File: config.mk
export PLATFORM = sky130hd
export DESIGN_NAME = ifetch_queue
export DESIGN_NICKNAME = d
export VERILOG_FILES = /design/src/rtl/ifetch_queue.sv
export SDC_FILE = /design/constraint.sdc
export NUM_CORES = 1
export LEC_CHECK = 0
export CORE_MARGIN = 1.5
export CORE_UTILIZATION = 60
export CTS_BUF_LIST = sky130_fd_sc_hd__clkbuf_16
export DETAILED_ROUTE_END_ITERATION = 8
export GPL_ROUTABILITY_DRIVEN = 1
export PLACE_DENSITY = 0.91
export SYNTH_ARGS = -nofsm -noshare
export SYNTH_HDL_FRONTEND = slang
export SYNTH_SLANG_ARGS = --single-unit
File: constraint.sdc
create_clock -name clk -period 13.7 [get_ports clk]
set_clock_uncertainty 0.2 [all_clocks]
set_input_delay 2.74 -clock clk [delete_from_list [all_inputs] [get_ports clk]]
set_output_delay 2.74 -clock clk [all_outputs]
set_load 0.01 [all_outputs]
File: src/rtl/ifetch_queue.sv
// ifetch_queue: sequential instruction prefetcher that keeps a DEPTH-entry
// FIFO of {pc, instr} pairs ahead of execute and flushes on redirect.
module ifetch_queue #(
  parameter int                DEPTH    = 4,
  parameter int                ADDR_W   = 64,
  parameter int                INSTR_W  = 32,
  parameter logic [ADDR_W-1:0] RESET_PC = 64'h0000_0000_8000_0000
) (
  input  logic                   clk,
  input  logic                   reset,
  output logic                   ireq_valid,
  output logic [ADDR_W-1:0]      ireq_addr,
  input  logic                   iresp_addr_ok,
  input  logic                   iresp_data_ok,
  input  logic [INSTR_W-1:0]     iresp_data,
  input  logic                   redirect_valid,
  input  logic [ADDR_W-1:0]      redirect_pc,
  output logic                   out_valid,
  output logic [ADDR_W-1:0]      out_pc,
  output logic [INSTR_W-1:0]     out_instr,
  input  logic                   out_ready,
  output logic [$clog2(DEPTH):0] occupancy
);

  localparam int PTR_W = $clog2(DEPTH);
  localparam int CNT_W = PTR_W + 1;
  localparam logic [CNT_W-1:0] DEPTH_CNT = CNT_W'(DEPTH);

  typedef enum logic [1:0] {
    S_IDLE,
    S_REQ,
    S_WAIT
  } state_t;

  state_t              state;
  logic [ADDR_W-1:0]   fetch_pc;
  logic [ADDR_W-1:0]   req_addr;
  logic                drop;

  logic [ADDR_W-1:0]   pc_mem    [DEPTH];
  logic [INSTR_W-1:0]  instr_mem [DEPTH];
  logic [PTR_W-1:0]    head_ptr;
  logic [PTR_W-1:0]    tail_ptr;
  logic [CNT_W-1:0]    count;

  logic                resp;
  logic                push;
  logic                pop;
  logic                has_credit;
  logic [ADDR_W-1:0]   redirect_aligned;

  // A response completes either together with the address handshake or later in WAIT;
  // data_ok seen in IDLE belongs to no request of ours and is ignored.
  assign resp = ((state == S_REQ) && iresp_addr_ok && iresp_data_ok) ||
                ((state == S_WAIT) && iresp_data_ok);
  assign push = resp && !drop && !redirect_valid;
  assign pop  = out_valid && out_ready && !redirect_valid;

  // A same-cycle pop frees a slot, so the single outstanding fetch always lands somewhere.
  assign has_credit = (count < DEPTH_CNT) || pop;

  assign redirect_aligned = redirect_pc & ~ADDR_W'(3);

  assign ireq_addr = req_addr;
  assign occupancy = count;
  assign out_valid = (count != '0);
  assign out_pc    = out_valid ? pc_mem[head_ptr]    : '0;
  assign out_instr = out_valid ? instr_mem[head_ptr] : '0;

  // Fetch FSM: issues one request at a time, tracks the next sequential PC and the drop flag.
  always_ff @(posedge clk or posedge reset) begin
    if (reset) begin
      state      <= S_IDLE;
      fetch_pc   <= RESET_PC;
      req_addr   <= '0;
      drop       <= 1'b0;
      ireq_valid <= 1'b0;
    end else begin
      if (redirect_valid) begin
        fetch_pc <= redirect_aligned;
      end else if ((state == S_REQ) && iresp_addr_ok && !drop) begin
        fetch_pc <= req_addr + ADDR_W'(4);
      end

      if (resp) begin
        drop <= 1'b0;
      end else if (redirect_valid && (state != S_IDLE)) begin
        drop <= 1'b1;
      end

      case (state)
        S_IDLE: begin
          if (!redirect_valid && has_credit) begin
            state      <= S_REQ;
            req_addr   <= fetch_pc;
            ireq_valid <= 1'b1;
          end
        end
        S_REQ: begin
          if (iresp_addr_ok) begin
            ireq_valid <= 1'b0;
            state      <= iresp_data_ok ? S_IDLE : S_WAIT;
          end
        end
        S_WAIT: begin
          if (iresp_data_ok) begin
            state <= S_IDLE;
          end
        end
        default: begin
          state      <= S_IDLE;
          ireq_valid <= 1'b0;
        end
      endcase
    end
  end

  // FIFO bookkeeping: pointers wrap naturally since DEPTH is a power of two; redirect empties it.
  always_ff @(posedge clk or posedge reset) begin
    if (reset) begin
      head_ptr <= '0;
      tail_ptr <= '0;
      count    <= '0;
    end else if (redirect_valid) begin
      head_ptr <= '0;
      tail_ptr <= '0;
      count    <= '0;
    end else begin
      if (push) begin
        tail_ptr <= tail_ptr + 1'b1;
      end
      if (pop) begin
        head_ptr <= head_ptr + 1'b1;
      end
      if (push && !pop) begin
        count <= count + 1'b1;
      end else if (pop && !push) begin
        count <= count - 1'b1;
      end
    end
  end

  // Storage array: written on accepted responses only; the head is read combinationally.
  always_ff @(posedge clk) begin
    if (push) begin
      pc_mem[tail_ptr]    <= req_addr;
      instr_mem[tail_ptr] <= iresp_data;
    end
  end

endmodule

# Word-level counts from Yosys, hierarchy flattened
# Memory sizes are Yosys's and may differ from the RTL's.
# Cells that the tools add are included.
dict set report word_totals {
  memories 2
  out_inout_bits 165
  ram_bits 384
  reg_bits 139
}
dict set report classes {
  eq_ne 5
  muxes 23
  n_lt_le_gt_ge 1
  bitwise_logic 1
  n_addsub 5
  reduce_logical 29
}
# memory depth width read_ports rd_clocked_by_memory_dff write_ports line
set mem_list {}
lappend mem_list {pc_mem 4 64 1 0 1 40} ;# logic [ADDR_W-1:0] pc_mem [DEPTH];
lappend mem_list {instr_mem 4 32 1 0 1 41} ;# logic [INSTR_W-1:0] instr_mem [DEPTH];
# cell n
set op_table {}
lappend op_table {{$mux W64} 3}
lappend op_table {{$add A64 B3 Y64 const B} 1}
lappend op_table {{$mux W32} 1}
lappend op_table {{$mux W2} 8}
lappend op_table {{$logic_and A1 B1 Y1} 12}
lappend op_table {{$reduce_bool A2 Y1} 5}
lappend op_table {{$mux W3} 3}
lappend op_table {{$mux W1} 6}
lappend op_table {{$ne A2 B2 Y1 const B} 3}
lappend op_table {{$pmux W2 S3} 1}
lappend op_table {{$reduce_and A3 Y1} 2}
lappend op_table {{$reduce_bool A3 Y1} 2}
lappend op_table {{$add A2 B1 Y2 const B} 2}
lappend op_table {{$logic_not A1 Y1} 4}
lappend op_table {{$add A3 B1 Y3 const B} 1}
lappend op_table {{$lt A3 B3 Y1 const B} 1}
lappend op_table {{$pmux W1 S3} 1}
lappend op_table {{$sub A3 B1 Y3 const B} 1}
lappend op_table {{$eq A2 B1 Y1 const B} 1}
lappend op_table {{$eq A2 B2 Y1 const B} 1}
lappend op_table {{$logic_not A2 Y1} 1}
lappend op_table {{$logic_or A1 B1 Y1} 2}
lappend op_table {{$reduce_and A2 Y1} 1}
lappend op_table {{$not A1 Y1} 1}

# Logic depth before layout (Yosys ltp)
# Gate-level depths: netlist of the first run.
dict set report logic_depth {
  ltp_word 11
  mapped_depth 9
}

# Least setup slack after synthesis of the first run
# Ideal clock, no wire load.
dict set report synth_timing {
  kind {input -> register}
  start {input port iresp_addr_ok}
  end {memory instr_mem[0][0] (enable)}
  required_time_ns 13.034
  cell_stages 5
  setup_time_ns 0.466
  slack_ns 7.122
  path_buffers 0
  arrival_time_ns 5.913
  cell_sequence {and3b_1 a21oi_1 or3b_2 nor2_1 and2_1}
}
dict set report synth_via {
  elab_chain_len 7
}
# element line
set synth_lines {}
lappend synth_lines {{from (decl)} 13} ;# input logic iresp_addr_ok,
lappend synth_lines {{$logic_and A1 B1 Y1 (2 in a row)} 54} ;# assign resp = ((state == S_REQ) && iresp_addr_ok && iresp_data_ok) ||
lappend synth_lines {{$logic_or A1 B1 Y1} 54}
lappend synth_lines {{$logic_and A1 B1 Y1 (2 in a row)} 56} ;# assign push = resp && !drop && !redirect_valid;
lappend synth_lines {{$mux W1} 145} ;# if (push) begin
lappend synth_lines {{$mux W1 (not written as such)} 147} ;# instr_mem[tail_ptr] <= iresp_data;
lappend synth_lines {{to (decl)} 41}
# Every way passes these cells.

# Final worst setup path of the first run
dict set report layout_timing {
  start {register head_ptr[0]}
  end {output port out_pc[34]}
}
dict set report layout_via {
  elab_chain_len 2
}
# element line
set layout_lines {}
lappend layout_lines {{from (decl)} 42} ;# logic [PTR_W-1:0] head_ptr;
lappend layout_lines {{from (signal assigned)} 133} ;# head_ptr <= head_ptr + 1'b1;
lappend layout_lines {{$mem_v2 Z4 W64} -}
lappend layout_lines {{$mux W64} 67} ;# assign out_pc = out_valid ? pc_mem[head_ptr] : '0;
lappend layout_lines {{to (decl)} 19} ;# output logic [ADDR_W-1:0] out_pc,
# Every way passes these cells.

==> impl_metrics.toml, run 1 <==
[critical_path]
worstSetupPathType = "reg -> out"
end_kind = "output pin"
r2r-end = "pc_mem[3][23]"
r2r-start = "state[1]"
critical_path_arrival_ps = 3460
crit_fanout = 40
crit_start = "head_ptr[0]"
worst-r2r-setup-slack_ps = 9880
worst_setup_path_start_kind = "flip-flop"
endpoint = "out_pc[34]"
r2r.worst_path.cells = 6
cp.required_ps = 10760

[sta]
maxSlewHeadroom = 0.252
report.final.setup_viol = 0
maxSlewViolCount = 0
period_share = 0.467
period_needed_ps = 6400
hold_slack_ps = 283
hold_violations = 0
setup_tns_ps = 0
rsz0062_at_grt = "false"
fmax_ghz = 0.156
tightestPinTransition_ps = 1120
fin_ws_ps = 7300

[placed_design]
dp_hpwl_mm = 29.6
dp_slack_ps = 7140
placed_cells = 2010
portBuffers = 264
gp_congestion = 0.784

[global_routing]
grt_pass1_vias = 13553
antenna_found_initial = 5
grtUsageTotal = 0.279
grt_pass1_wl_mm = 77.4
grt_max_degree = 100
grt_overflow = 0

[clock_network]
numCtsBuffers = 50
numClockSinks = 523
clkTransAtPathRegs_ps = 60
root_buffer = "clkbuf_16"
insertion_delay_ps = 580
cts_tree = "yes"
hold_buffers = 0
htreeDepth = 2
cts_resized = 0
cts_buffer_depth = 3
postCtsSetupRepairBufs = 0

[drt]
ant_nets = 0
firstDrtPassIters = 5
initialDrtViolationCount = 1325
top_layer_used = "met5"
drc = 0
wl_met2_mm = 25.3
dr_wl_met3_mm = 4.58
vias = 13020
drt-met1-wl_mm = 19.9
wl_per_cell_um = 24.2
vias_per_cell = 6.19
wl_mm = 50.9

[die]
rows = 69
coreArea_mm2 = 0.0356
die-area_mm2 = 0.0373
chipHeight_um = 193
initial_core_util = 0.609
die_x_um = 193
ios = 267

[synth]
ys_warn_count = 0
syn_area_per_cell_um2 = 16.1
ys_ff_latch = 523
yosys.area.top_type = "edfxtp_1"
syn-instance-count = 1346
ys_types = 52
synth_area_mm2 = 0.0217
synth.area.top_cells = "edfxtp_1 53%, dfrtp_1 16%, mux4_2 10%"
ys_seq_area_frac = 0.693
synth.net_count = 1454
synth_top_area_share = 0.532

[outcome]
status = "completed"

[pwr]
max-vdd-ir-drop_v = 0.000192
power_density_mw_per_mm2 = 202
p_total_mw = 5.30
leakage_nw = 9.05

[layout]
instances_no_fill = 2104
finish.net_count = 1709
drive_gt1_frac = 0.160
syn2layout_area_growth_pct = 21.1
fill_cells = 2093

[min_path]
hp-class = "reg -> reg"

[flow_run]
cap_violations = 0
final cells by class:
type,instances,area [um2],share of cell area
flip-flops and latches,523,15000,0.572
multi-input cells,731,6320,0.241
repair buffers,277,2740,0.104
clock buffers,52,1300,0.0496
well taps,461,577,0.0220
clock inverters,41,224,0.00853
inverters,18,72.6,0.00276
diodes,1,2.50,0.0000953
cell usage in the layout (no fill, tap or decap), drive strengths merged, types with 26 or more instances in the layout:
master           n
and2           101
dfrtp          138
o21ai           33
nand3           29
clkbuf          52
mux4            96
inv             39
clkdlybuf4s50  263
xnor2           53
mux2            53
nor2            66
nand2          127
nor3            30
edfxtp         384
o221ai          26
cells in the mapped netlist, drive strengths merged:
master,instances
a211oi,2
a21oi,23
a221o,1
a221oi,1
and2,101
and3,6
and3b,1
and4,3
buf,17
clkbuf,57
dfrtp,138
dfstp,1
edfxtp,384
fa,1
ha,5
inv,18
mux2,53
mux2i,5
mux4,96
nand2,127
nand2b,2
nand3,29
nand4,19
nor2,66
nor2b,3
nor3,30
nor3b,8
nor4,7
o21a,3
o21ai,33
o221ai,26
o31ai,15
or2,1
or3,2
or3b,1
xnor2,53
xor2,8
critical path: stages, from the launching register on:
cell and delay (ps):
dfrtp_4 770, buf_4 800, mux4_2 590, and2_1 210, clkdlybuf4s50_1 500
through the flow:
| step | instance area, um2 | utilization |
|---|---|---|
| floorplan | 21700 | - |
| CTS | 26300 | 0.738 |
| global placement | 24700 | 0.695 |
| finish | 26300 | 0.738 |
| detailed placement | 24700 | 0.695 |
| global route | 26300 | 0.738 |
power by group:
group          internal (mW)  total, mW  switching (mW)
logic                  0.946       1.73           0.780
registers               1.97       2.29           0.323
clock network          0.720       1.28           0.564
total                   3.63       5.30            1.67
state kept, by name, indices dropped and copies added, names as in the netlist:
register / count
state: 2
head_ptr: 2
ireq_addr: 64
ireq_valid: 1
tail_ptr: 2
drop: 1
pc_mem: 256
fetch_pc: 64
occupancy: 3
instr_mem: 128
layer usage:
layer  GRT usage  up-vias
met5           0        -
met4      0.0822        8
li1            -     5589
met2       0.461      643
met3      0.0691      103
met1       0.372     6677
cells by family (layout without fill, tap and decap cells):
family | after synthesis | count (layout) | synth area share
AOI/OAI and AO/OA | 104 | 104 | 0.0320
buffers and inverters | 92 | 388 | 0.0171
and+or+nand+nor | 406 | 406 | 0.100
other | 0 | 1 | 0
DFF | 523 | 523 | 0.693
muxes | 154 | 154 | 0.130
xor gates and xnor gates | 61 | 61 | 0.0247
adders and majority gates | 6 | 6 | 0.00381
how the worst min path moves through the flow:
stage / startpoint / slack (ps) / end / cells past startpoint
final: fetch_pc[43] / 280 / ireq_addr[43] / 2
after global routing: fetch_pc[40] / 310 / ireq_addr[40] / 1
after CTS: fetch_pc[50] / 280 / ireq_addr[50] / 2
after detailed placement: fetch_pc[50] / 270 / ireq_addr[50] / 2
after global placement: fetch_pc[50] / 260 / ireq_addr[50] / 2
after floorplan: fetch_pc[37] / 250 / ireq_addr[37] / 2
(Power assumes the default switching activity.)
==> inputs of run 2 (changes only) <==
- CORE_UTILIZATION: 60 -> 56
- PLACE_DENSITY: 0.91 -> 0.86
- clock period: 13.7 -> 6.49 ns (I/O delays scaled with it)
==> run 2 against run 1 <==
Sequential power rose by 110%; utilization fell by 3.9 points; register-to-register slack got worse by 6900 ps; first-iteration DRC count fell by 29%; clock power rose by 120%; final area rose by 0.75%; via count fell by 2.8%; critical path depth did not move; power rose by 110%; combinational power rose by 110%; worst hold slack got worse by 3.0 ps; sequential share of layout area fell by 0.42 points; critical endpoint is now out_pc[59]; largest cell class unchanged; highest routed layer unchanged.
==> impl_metrics.toml, run 2 (same netlist as run 1, synthesis figures left out) <==
[die]
coreArea_mm2 = 0.0378
chipHeight_um = 200
initial_core_util = 0.573
ios = 267
die-area_mm2 = 0.0399
die_x_um = 200
rows = 71

[layout]
syn2layout_area_growth_pct = 22.0
reg_top3 = "pc_mem (256), instr_mem (128)"
largest_reg_flops = 256
fill_cells = 2480
layout_commonest_cell = "edfxtp_1"
register_area_mm2 = 0.0150
mostFrequentLayoutCells = "384 x edfxtp_1, 263 x clkdlybuf4s50_1, 136 x dfrtp_1"
largest-register = "pc_mem"
multi_input_area_mm2 = 0.00632
drive_gt1_frac = 0.163
fin_area_mm2 = 0.0264
finish.net_count = 1711
post-route-util = 0.699
instances_no_fill = 2159

[clock_network]
cts_buffer_depth = 3
cts_resized = 0
htreeDepth = 2
hold_buffers = 0
cts_tree = "yes"
numCtsBuffers = 51
insertion_delay_ps = 570
root_buffer = "clkbuf_16"
clkTransAtPathRegs_ps = 60
postCtsSetupRepairBufs = 0
numClockSinks = 523

[drt]
wl_mm = 48.8
wl_per_cell_um = 22.6
ant_nets = 0
vias_per_cell = 5.86
initialDrtViolationCount = 946
firstDrtPassIters = 8
drc = 0
vias = 12651

[global_routing]
antenna_found_initial = 5
grt_pass1_vias = 12998
grt_overflow = 0
grt_max_degree = 93
grtUsageTotal = 0.251
grt_pass1_wl_mm = 75.3

[pwr]
max-vdd-ir-drop_v = 0.000287
power_density_mw_per_mm2 = 424
leakage_nw = 9.11

[sta]
hold_violations = 0
fmax_ghz = 0.209
maxSlewViolCount = 0
period_share = 0.736
period_needed_ps = 4780
setup_tns_ps = 0
tightestPinTransition_ps = 1020
rsz0062_at_grt = "false"
fin_ws_ps = 1710
maxSlewHeadroom = 0.321
report.final.setup_viol = 0

[placed_design]
gp_congestion = 0.804
place_area_mm2 = 0.0249
portBuffers = 264
dp_slack_ps = 1730
dp_hpwl_mm = 29.4
placed_cells = 2061

[critical_path]
crit_fanout = 32
worst_setup_path_start_kind = "flip-flop"
critical_path_arrival_ps = 3280
worst-r2r-setup-slack_ps = 3000
worstSetupPathType = "reg -> out"
cp.required_ps = 4990
end_kind = "output pin"

[outcome]
status = "completed"

[flow_run]
cap_violations = 0

[min_path]
hp-class = "reg -> reg"
-- run 2: cell types whose count changed in the layout (fill, tap and decap cells not counted), sizes merged --
cell / previous run / this run
clkbuf: 52 / 56
buf: 14 / 15
bufinv: 2 / 1
clkinv: 17 / 15
diode: 1 / 4
-- run 2: metrics by stage --
stage	hold WS [ps]	power, mW
6_report	280	11.2
5_1_grt	310	11.8
4_1_cts	284	11.3
3_5_place_dp	270	8.53
3_3_place_gp	258	8.42
2_1_floorplan	249	6.63
-- run 2: area by class of cell --
type,instances,share of cell area
Sequential cell,523,0.568
Multi-Input combinational cell,731,0.239
Timing Repair Buffer,278,0.106
Clock buffer,56,0.0530
Tap cell,511,0.0242
Clock inverter,38,0.00695
Inverter,18,0.00274
Antenna cell,4,0.000378
-- run 2: worst paths after layout --
path	endpoint	cells past startpoint	from
min	ireq_addr[62]	2	fetch_pc[62]
min reg2reg	ireq_addr[62]	2	fetch_pc[62]
max in group asynchronous	ireq_addr[31]	3	reset
min in group asynchronous	ireq_addr[53]	2	reset
max reg2reg	instr_mem[2][31]	6	state[1]
max	out_pc[59]	4	head_ptr[0]
-- run 2: power breakdown --
| group | switching (mW) | internal (mW) |
|---|---|---|
| combinational | 1.59 | 2.01 |
| clock | 1.20 | 1.58 |
| sequential | 0.699 | 4.15 |
| total | 3.49 | 7.74 |
-- run 2: critical path, cell delays in order (launching register included) --
cell             delay (ps)
dfrtp_4                 890
buf_4                   560
mux4_2                  560
and2_1                  170
clkdlybuf4s50_1         520
-- run 2: layer usage --
layer  wire length [um]  vias to the layer above  global-route usage
li1                   -                     5603                   -
met5                 32                        -                   0
met3               3880                       57              0.0537
met4                803                        6              0.0596
met1              20200                     6507               0.352
met2              23900                      478               0.408
